<file path="src/rtl/alu_share_arbiter_if.sv">
// Request, ALU-drive and response signals of alu_share_arbiter.
// The slave modport is the arbiter; the master modport is the requesters, ALU and consumer.
interface alu_share_arbiter_if;
  logic        req0_valid;
  logic        req0_ready;
  logic [31:0] req0_a;
  logic [31:0] req0_b;
  logic [2:0]  req0_op;
  logic        req1_valid;
  logic        req1_ready;
  logic [31:0] req1_a;
  logic [31:0] req1_b;
  logic [2:0]  req1_op;
  logic [31:0] alu_srca;
  logic [31:0] alu_srcb;
  logic [2:0]  alu_control;
  logic [31:0] alu_result;
  logic        alu_zero;
  logic        rsp_valid;
  logic        rsp_ready;
  logic        rsp_id;
  logic [31:0] rsp_result;
  logic        rsp_zero;
  logic        rsp_err;

  modport slave (
    input  req0_valid, req0_a, req0_b, req0_op,
    input  req1_valid, req1_a, req1_b, req1_op,
    input  alu_result, alu_zero, rsp_ready,
    output req0_ready, req1_ready,
    output alu_srca, alu_srcb, alu_control,
    output rsp_valid, rsp_id, rsp_result, rsp_zero, rsp_err
  );

  modport master (
    output req0_valid, req0_a, req0_b, req0_op,
    output req1_valid, req1_a, req1_b, req1_op,
    output alu_result, alu_zero, rsp_ready,
    input  req0_ready, req1_ready,
    input  alu_srca, alu_srcb, alu_control,
    input  rsp_valid, rsp_id, rsp_result, rsp_zero, rsp_err
  );
endinterface

</file>
<file path="src/rtl/alu_share_arbiter.sv">
// Shares one 32-bit ALU between two requesters: arbitrate, drive the ALU from
// registers, capture the result and hand it back tagged with the requester ID.
module alu_share_arbiter #(
  parameter bit FIXED_PRIO = 1'b0
) (
  input  logic                 clk,
  input  logic                 reset,
  alu_share_arbiter_if.slave   bus
);

  typedef enum logic [1:0] {
    S_IDLE = 2'd0,
    S_EXEC = 2'd1,
    S_RESP = 2'd2
  } state_t;

  state_t      r_state;
  logic        r_last_grant;
  logic        r_id;
  logic [31:0] r_op_a;
  logic [31:0] r_op_b;
  logic [2:0]  r_op_code;
  logic [31:0] r_rsp_result;
  logic        r_rsp_zero;
  logic        r_rsp_err;
  logic        r_rsp_valid;

  logic        w_accept;
  logic        w_grant;
  logic        w_op_legal;

  // On a tie round-robin hands the ALU to whoever did not win last time.
  always_comb begin
    w_grant = 1'b0;
    if (bus.req0_valid && bus.req1_valid) begin
      w_grant = FIXED_PRIO ? 1'b0 : ~r_last_grant;
    end else begin
      w_grant = bus.req1_valid;
    end
  end

  always_comb begin
    w_op_legal = 1'b0;
    case (r_op_code)
      3'b000, 3'b001, 3'b010, 3'b011, 3'b101: w_op_legal = 1'b1;
      default:                                w_op_legal = 1'b0;
    endcase
  end

  assign w_accept       = (r_state == S_IDLE) && (bus.req0_valid || bus.req1_valid);
  assign bus.req0_ready = w_accept && !w_grant;
  assign bus.req1_ready = w_accept && w_grant;

  assign bus.alu_srca    = r_op_a;
  assign bus.alu_srcb    = r_op_b;
  assign bus.alu_control = r_op_code;

  assign bus.rsp_valid  = r_rsp_valid;
  assign bus.rsp_id     = r_id;
  assign bus.rsp_result = r_rsp_result;
  assign bus.rsp_zero   = r_rsp_zero;
  assign bus.rsp_err    = r_rsp_err;

  always_ff @(posedge clk or posedge reset) begin
    if (reset) begin
      r_state      <= S_IDLE;
      r_last_grant <= 1'b1;
      r_id         <= 1'b0;
      r_op_a       <= '0;
      r_op_b       <= '0;
      r_op_code    <= '0;
      r_rsp_result <= '0;
      r_rsp_zero   <= 1'b0;
      r_rsp_err    <= 1'b0;
      r_rsp_valid  <= 1'b0;
    end else begin
      case (r_state)
        S_IDLE: begin
          if (w_accept) begin
            r_op_a       <= w_grant ? bus.req1_a  : bus.req0_a;
            r_op_b       <= w_grant ? bus.req1_b  : bus.req0_b;
            r_op_code    <= w_grant ? bus.req1_op : bus.req0_op;
            r_id         <= w_grant;
            r_last_grant <= w_grant;
            r_state      <= S_EXEC;
          end
        end
        S_EXEC: begin
          if (w_op_legal) begin
            r_rsp_result <= bus.alu_result;
            r_rsp_zero   <= bus.alu_zero;
            r_rsp_err    <= 1'b0;
          end else begin
            r_rsp_result <= '0;
            r_rsp_zero   <= 1'b0;
            r_rsp_err    <= 1'b1;
          end
          r_rsp_valid <= 1'b1;
          r_state     <= S_RESP;
        end
        S_RESP: begin
          if (bus.rsp_ready) begin
            r_rsp_valid <= 1'b0;
            r_state     <= S_IDLE;
          end
        end
        default: begin
          r_rsp_valid <= 1'b0;
          r_state     <= S_IDLE;
        end
      endcase
    end
  end

endmodule

</file>
<file path="src/flat_wrapper.sv">
// flat-port wrapper written by rule: the top's interface ports become plain ports
module alu_share_arbiter_flat 
#(
  parameter bit FIXED_PRIO = 1'b0
)
  (clk, reset, bus_req0_valid, bus_req0_a, bus_req0_b, bus_req0_op, bus_req1_valid, bus_req1_a, bus_req1_b, bus_req1_op, bus_alu_result, bus_alu_zero, bus_rsp_ready, bus_req0_ready, bus_req1_ready, bus_alu_srca, bus_alu_srcb, bus_alu_control, bus_rsp_valid, bus_rsp_id, bus_rsp_result, bus_rsp_zero, bus_rsp_err);
  alu_share_arbiter_if bus_i ();
  input  logic clk;
  input  logic reset;
  input wire logic [$bits(bus_i.req0_valid)-1:0] bus_req0_valid;
  input wire logic [$bits(bus_i.req0_a)-1:0] bus_req0_a;
  input wire logic [$bits(bus_i.req0_b)-1:0] bus_req0_b;
  input wire logic [$bits(bus_i.req0_op)-1:0] bus_req0_op;
  input wire logic [$bits(bus_i.req1_valid)-1:0] bus_req1_valid;
  input wire logic [$bits(bus_i.req1_a)-1:0] bus_req1_a;
  input wire logic [$bits(bus_i.req1_b)-1:0] bus_req1_b;
  input wire logic [$bits(bus_i.req1_op)-1:0] bus_req1_op;
  input wire logic [$bits(bus_i.alu_result)-1:0] bus_alu_result;
  input wire logic [$bits(bus_i.alu_zero)-1:0] bus_alu_zero;
  input wire logic [$bits(bus_i.rsp_ready)-1:0] bus_rsp_ready;
  output wire logic [$bits(bus_i.req0_ready)-1:0] bus_req0_ready;
  output wire logic [$bits(bus_i.req1_ready)-1:0] bus_req1_ready;
  output wire logic [$bits(bus_i.alu_srca)-1:0] bus_alu_srca;
  output wire logic [$bits(bus_i.alu_srcb)-1:0] bus_alu_srcb;
  output wire logic [$bits(bus_i.alu_control)-1:0] bus_alu_control;
  output wire logic [$bits(bus_i.rsp_valid)-1:0] bus_rsp_valid;
  output wire logic [$bits(bus_i.rsp_id)-1:0] bus_rsp_id;
  output wire logic [$bits(bus_i.rsp_result)-1:0] bus_rsp_result;
  output wire logic [$bits(bus_i.rsp_zero)-1:0] bus_rsp_zero;
  output wire logic [$bits(bus_i.rsp_err)-1:0] bus_rsp_err;
  assign bus_i.req0_valid = bus_req0_valid;
  assign bus_i.req0_a = bus_req0_a;
  assign bus_i.req0_b = bus_req0_b;
  assign bus_i.req0_op = bus_req0_op;
  assign bus_i.req1_valid = bus_req1_valid;
  assign bus_i.req1_a = bus_req1_a;
  assign bus_i.req1_b = bus_req1_b;
  assign bus_i.req1_op = bus_req1_op;
  assign bus_i.alu_result = bus_alu_result;
  assign bus_i.alu_zero = bus_alu_zero;
  assign bus_i.rsp_ready = bus_rsp_ready;
  assign bus_req0_ready = bus_i.req0_ready;
  assign bus_req1_ready = bus_i.req1_ready;
  assign bus_alu_srca = bus_i.alu_srca;
  assign bus_alu_srcb = bus_i.alu_srcb;
  assign bus_alu_control = bus_i.alu_control;
  assign bus_rsp_valid = bus_i.rsp_valid;
  assign bus_rsp_id = bus_i.rsp_id;
  assign bus_rsp_result = bus_i.rsp_result;
  assign bus_rsp_zero = bus_i.rsp_zero;
  assign bus_rsp_err = bus_i.rsp_err;
  alu_share_arbiter #(.FIXED_PRIO(FIXED_PRIO)) u_core (.clk(clk), .reset(reset), .bus(bus_i));
endmodule
</file>
<file path="config.mk">
export PLATFORM = sky130hd
export DESIGN_NAME = alu_share_arbiter_flat
export DESIGN_NICKNAME = d
export VERILOG_FILES = /design/src/rtl/alu_share_arbiter_if.sv /design/src/rtl/alu_share_arbiter.sv /design/src/flat_wrapper.sv
export SDC_FILE = /design/constraint.sdc
export NUM_CORES = 1
export LEC_CHECK = 0
export BUFFER_PORTS_ARGS = -buffer_cell sky130_fd_sc_hd__buf_2
export CORE_AREA = 2 2 108 110
export DETAILED_ROUTE_END_ITERATION = 8
export DIE_AREA = 0 0 110 112
export HOLD_SLACK_MARGIN = 0.05
export PLACE_DENSITY = 0.75
export SYNTH_ARGS = -nofsm -noshare
export SYNTH_HDL_FRONTEND = slang
export SYNTH_SLANG_ARGS = --single-unit
</file>
<file path="constraint.sdc">
create_clock -name clk -period 3.9 [get_ports clk]
set_clock_uncertainty 0.05 [all_clocks]
set_input_delay 0.78 -clock clk [delete_from_list [all_inputs] [get_ports clk]]
set_output_delay 0.78 -clock clk [all_outputs]
set_load 0.01 [all_outputs]
</file>
# Word level (Yosys, flattened, before mapping)
# Cells that the tools add are included.
# W data, S select, Z words.
[word_totals] wordCells=45 reg_bits=106 inputBits=172 out_inout_bits=105
[op_classes] n_mux=13 eq_ne=8 n_reduce_logical=12 bitwise_logic=2
[ops] operator="$mux W32" count=3
[ops] operator="$eq A3 B2 Y1 const B" count=2
[ops] operator="$pmux W2 S3" count=1
[ops] operator="$reduce_and A2 Y1" count=3
[ops] operator="$mux W1" count=5
[ops] operator="$reduce_or A5 Y1" count=1
[ops] operator="$logic_and A1 B1 Y1" count=4
[ops] operator="$mux W2" count=2
[ops] operator="$eq A3 B1 Y1 const B" count=1
[ops] operator="$eq A3 B3 Y1 const B" count=1
[ops] operator="$logic_not A3 Y1" count=1
[ops] operator="$mux W3" count=1
[ops] operator="$pmux W1 S3" count=1
[ops] operator="$eq A2 B1 Y1 const B" count=1
[ops] operator="$eq A2 B2 Y1 const B" count=1
[ops] operator="$logic_not A2 Y1" count=1
[ops] operator="$ne A2 B1 Y1 const B" count=1
[ops] operator="$ne A2 B2 Y1 const B" count=1
[ops] operator="$not A1 Y1" count=2
[ops] operator="$logic_not A1 Y1" count=1
[ops] operator="$logic_or A1 B1 Y1" count=1

# Longest topological paths before layout
[depth] depth_word=4 depth_mapped=6 depth_no_buf=3

# Worst setup path after synthesis
# No wires, ideal clock.
[synth_timing] path_kind="input -> output" from="input bus_req1_valid" to="output bus_req0_ready" required_ps=3070 setup_slack_ps=1678 path_stages=4 path_buffers=2 arrival_ps=1392 path_cell_list="nand2b_1 -> and3_1 -> buf_2 -> clkbuf_1"
[synth_between] elab_chain_cells=4 elab_cells_between_ends=6 classes_between="1 x mux; 5 x reduce/logical"
[synth_lines] item="start, declared" line="flat_wrapper.sv:14" source="input wire logic [$bits(bus_i.req1_valid)-1:0] bus_req1_valid;"
[synth_lines] item="$logic_and A1 B1 Y1" line="alu_share_arbiter.sv:35" source="if (bus.req0_valid && bus.req1_valid) begin"
[synth_lines] item="$mux W1" line="alu_share_arbiter.sv:35"
[synth_lines] item="$logic_not A1 Y1" line="alu_share_arbiter.sv:51" source="assign bus.req0_ready = w_accept && !w_grant;"
[synth_lines] item="$logic_and A1 B1 Y1 (*)" line="alu_share_arbiter.sv:51"
[synth_lines] item="end, declared" line="flat_wrapper.sv:21" source="output wire logic [$bits(bus_i.req0_ready)-1:0] bus_req0_ready;"
# Every way passes the cells marked *; elsewhere a longest branch is shown, timed or not.

# Worst setup path after layout
[layout_timing] from="register u_core.r_state[0]" to="output bus_req1_ready"
[layout_between] elab_chain_cells=3
[layout_lines] item="start, declared" line="alu_share_arbiter.sv:17" source="state_t r_state;"
[layout_lines] item="start signal, assigned" line="alu_share_arbiter.sv:66" source="r_state <= S_IDLE;"
[layout_lines] item="start signal, assigned" line="alu_share_arbiter.sv:85" source="r_state <= S_EXEC;"
[layout_lines] item="start signal, assigned" line="alu_share_arbiter.sv:99" source="r_state <= S_RESP;"
[layout_lines] item="$logic_not A2 Y1" line="alu_share_arbiter.sv:50" source="assign w_accept = (r_state == S_IDLE) && (bus.req0_valid || bus.req1_valid);"
[layout_lines] item="$logic_and A1 B1 Y1" line="alu_share_arbiter.sv:50"
[layout_lines] item="$logic_and A1 B1 Y1" line="alu_share_arbiter.sv:52" source="assign bus.req1_ready = w_accept && w_grant;"
[layout_lines] item="end, declared" line="flat_wrapper.sv:22" source="output wire logic [$bits(bus_i.req1_ready)-1:0] bus_req1_ready;"
# No other way between the ends.

==> impl_metrics.ini <==
[setup_path]
slowest_stage = and3_2
cp.required_ps = 3070
critPathMaxFanout = 33
r2r_start = u_core.r_state[0]
cp_top_family = simple AND/OR/NAND/NOR gates
crit_arrival_ps = 1890
critPathLaunchType = register
path_cells = nor2_1, and3_2, buf_2
slowest_delay_ps = 640
worst-r2r-setup-slack_ps = 1760
reg2regPathDepth = 4
reg2reg_to = u_core.bus.alu_srca[9]
crit_type = register to output pin
path_buf_inv = 1
cp-end-kind = output pin

[power_and_ir_drop]
pwr-share-clk = 0.182
ir_drop_v = 0.000350
p_total_mw = 5.16
switchingPower_mw = 1.90
p_per_area_mw_per_mm2 = 835
p_leak_nw = 3.22
sw_frac_of_total = 0.367
combPwrFrac = 0.450
power.internal_mw = 3.27
pwr-share-seq = 0.368

[floorplan]
pin_count = 277
fp.dieW_microns = 110
core_area_sq_mm = 0.0112
row_count = 39
dieArea_sq_mm = 0.0123
start_util = 0.396
die_h_microns = 112

[drt]
viasPerCell = 5.43
wl_per_cell_microns = 17.6
vias = 4015
wirelength_mm = 13.0
drt_pass1_iterations = 5
ant_nets = 0
drt_iter0_markers = 256
drc_errors = 0

[final_layout]
final_area_sq_mm = 0.00618
mostFrequentLayoutCell = buf_2
final_cells = 739
drive_gt1_frac = 0.516
syn2layout_area_growth_pct = 39.7
fin_nets = 762
layout_common_cells = buf_2, dfrtp_1, o21a_1, a221o_1, a22o_1

[place]
placedCellCount = 722
finalWeightedCongestion = 0.793
hpwl_mm = 9.27
portBuffers = 276
dpl_cell_area_sq_mm = 0.00587

[hold_path]
hold_depth = 1
hold-path-endpoint = u_core.bus.rsp_valid
min_from = u_core.bus.rsp_valid
hold_class = register to register

[synthesis]
synth_area_sq_mm = 0.00442
yosysWarnings = 0
avgSynthCellArea_sq_um = 13.3
postSynthCellCount = 333
yosysUniqueCellTypes = 19
synth-seq-area-share = 0.600
syn_nets = 505
synthArstFlopShare = 1.00
ys_ff_latch = 106
ys.flop_type = dfrtp_1
synth-edff-count = 0

[timing]
fin_crit_sh = 0.697
fmax_ghz = 0.368
slew_viol_final = 0
tns_ps = 0
whs_ps = 433
finalSetupViolations = 0
hold_viol = 0
fin_crit_ps = 2720
grt_setup_unrepaired = no
tightest_slew_ps = 1030
slew_headroom = 0.314

[cts]
path_clk_slew_ps = 70
clk_path_buf_depth = 2
htree_levels = 3
cts-resized-gates = 0
cts_sinks = 106
ctsHoldBuffers = 0
root_buffer = clkbuf_16
cts_setup_buffers = 0
clock_latency_ps = 340
cts_tree = built
cts_buffers = 9

[global_routing]
antenna_found_initial = 1
grt_use_total = 0.207
gr-total-overflow = 0
grt_pass1_vias = 3972
grt_pass1_wl_mm = 20.0
grt_start_max_net_pins = 87

[outcome]
status = finished clean

[job]
drv_cap = 0
==> worst max-delay path by stage <==
stage                            from                         to  slack [ps]  cells after the start
floorplan                       reset  u_core.bus.alu_control[0]         280                      1
global placement       bus_req0_valid             bus_req1_ready        1250                      4
global route        u_core.r_state[0]             bus_req1_ready        1000                      3
finish              u_core.r_state[0]             bus_req1_ready        1180                      3
CTS                 u_core.r_state[0]             bus_req1_ready        1180                      3
detailed placement     bus_req0_valid             bus_req1_ready        1230                      4
==> per-stage QoR <==
stage / setup slack [ps] / utilization
6_report: 1180 / 0.553
5_1_grt: 999 / 0.553
4_1_cts: 1180 / 0.553
3_5_place_dp: 1230 / 0.525
3_3_place_gp: 1250 / 0.525
2_1_floorplan: 283 / -
==> power groups by stage <==
| stage | clock network, mW | logic, mW | registers, mW |
|---|---|---|---|
| final | 0.937 | 2.32 | 1.90 |
| after global routing | 1.01 | 2.55 | 1.98 |
| after CTS | 0.959 | 2.35 | 1.90 |
| after detailed placement | 0 | 2.34 | 1.92 |
| after global placement | 0 | 2.27 | 1.90 |
| after floorplan | 0 | 1.29 | 2.14 |
==> logic make-up (layout without fill, tap and decap cells) <==
| kind of cell | count (synthesis) | in the layout | share of synthesized area |
|---|---|---|---|
| compound gates | 174 | 174 | 0.341 |
| flops | 106 | 106 | 0.600 |
| buf+inv | 41 | 303 | 0.0455 |
| simple gates | 12 | 12 | 0.0136 |
| other cells | 0 | 1 | 0 |
==> sequential cells by signal (all words and copies together), names as in the netlist <==
signal / count
u_core.bus.alu_srcb: 32
u_core.r_last_grant: 1
u_core.bus.rsp_err: 1
u_core.bus.rsp_valid: 1
u_core.bus.rsp_id: 1
u_core.bus.alu_srca: 32
u_core.bus.alu_control: 3
u_core.r_state: 2
u_core.bus.rsp_result: 32
u_core.bus.rsp_zero: 1
==> per-layer routing <==
metal	routed length, microns	vias to the layer above	GRT usage
met1	5050	1949	0.242
met5	0	-	0
li1	-	1838	-
met2	6550	210	0.368
met4	211	0	0.0700
met3	1170	18	0.0445
==> cell type report <==
cell class	instances	area (sq um)
fill	947	4990
sequential	106	2650
multi-input combinational	186	1580
timing repair buffer	284	1440
clock buffer	9	225
tap	143	179
clock inverter	7	85.1
inverter	3	13.8
antenna	1	2.50
==> Yosys cell counts, types with 2 or more instances <==
cell type | n | area, sq um
a221o_1 | 67 | 671
nor2_1 | 3 | 11.3
o21ai_0 | 2 | 10.0
a22o_1 | 33 | 289
o21a_1 | 68 | 510
buf_2 | 14 | 70.1
a21o_1 | 2 | 15.0
and3_1 | 2 | 12.5
nand2b_1 | 3 | 18.8
buf_6 | 4 | 45.0
dfrtp_1 | 105 | 2630
inv_1 | 3 | 11.3
nand2_1 | 3 | 11.3
buf_1 | 4 | 15.0
clkbuf_1 | 16 | 60.1
Note: power is estimated with default switching activity, not from simulation.
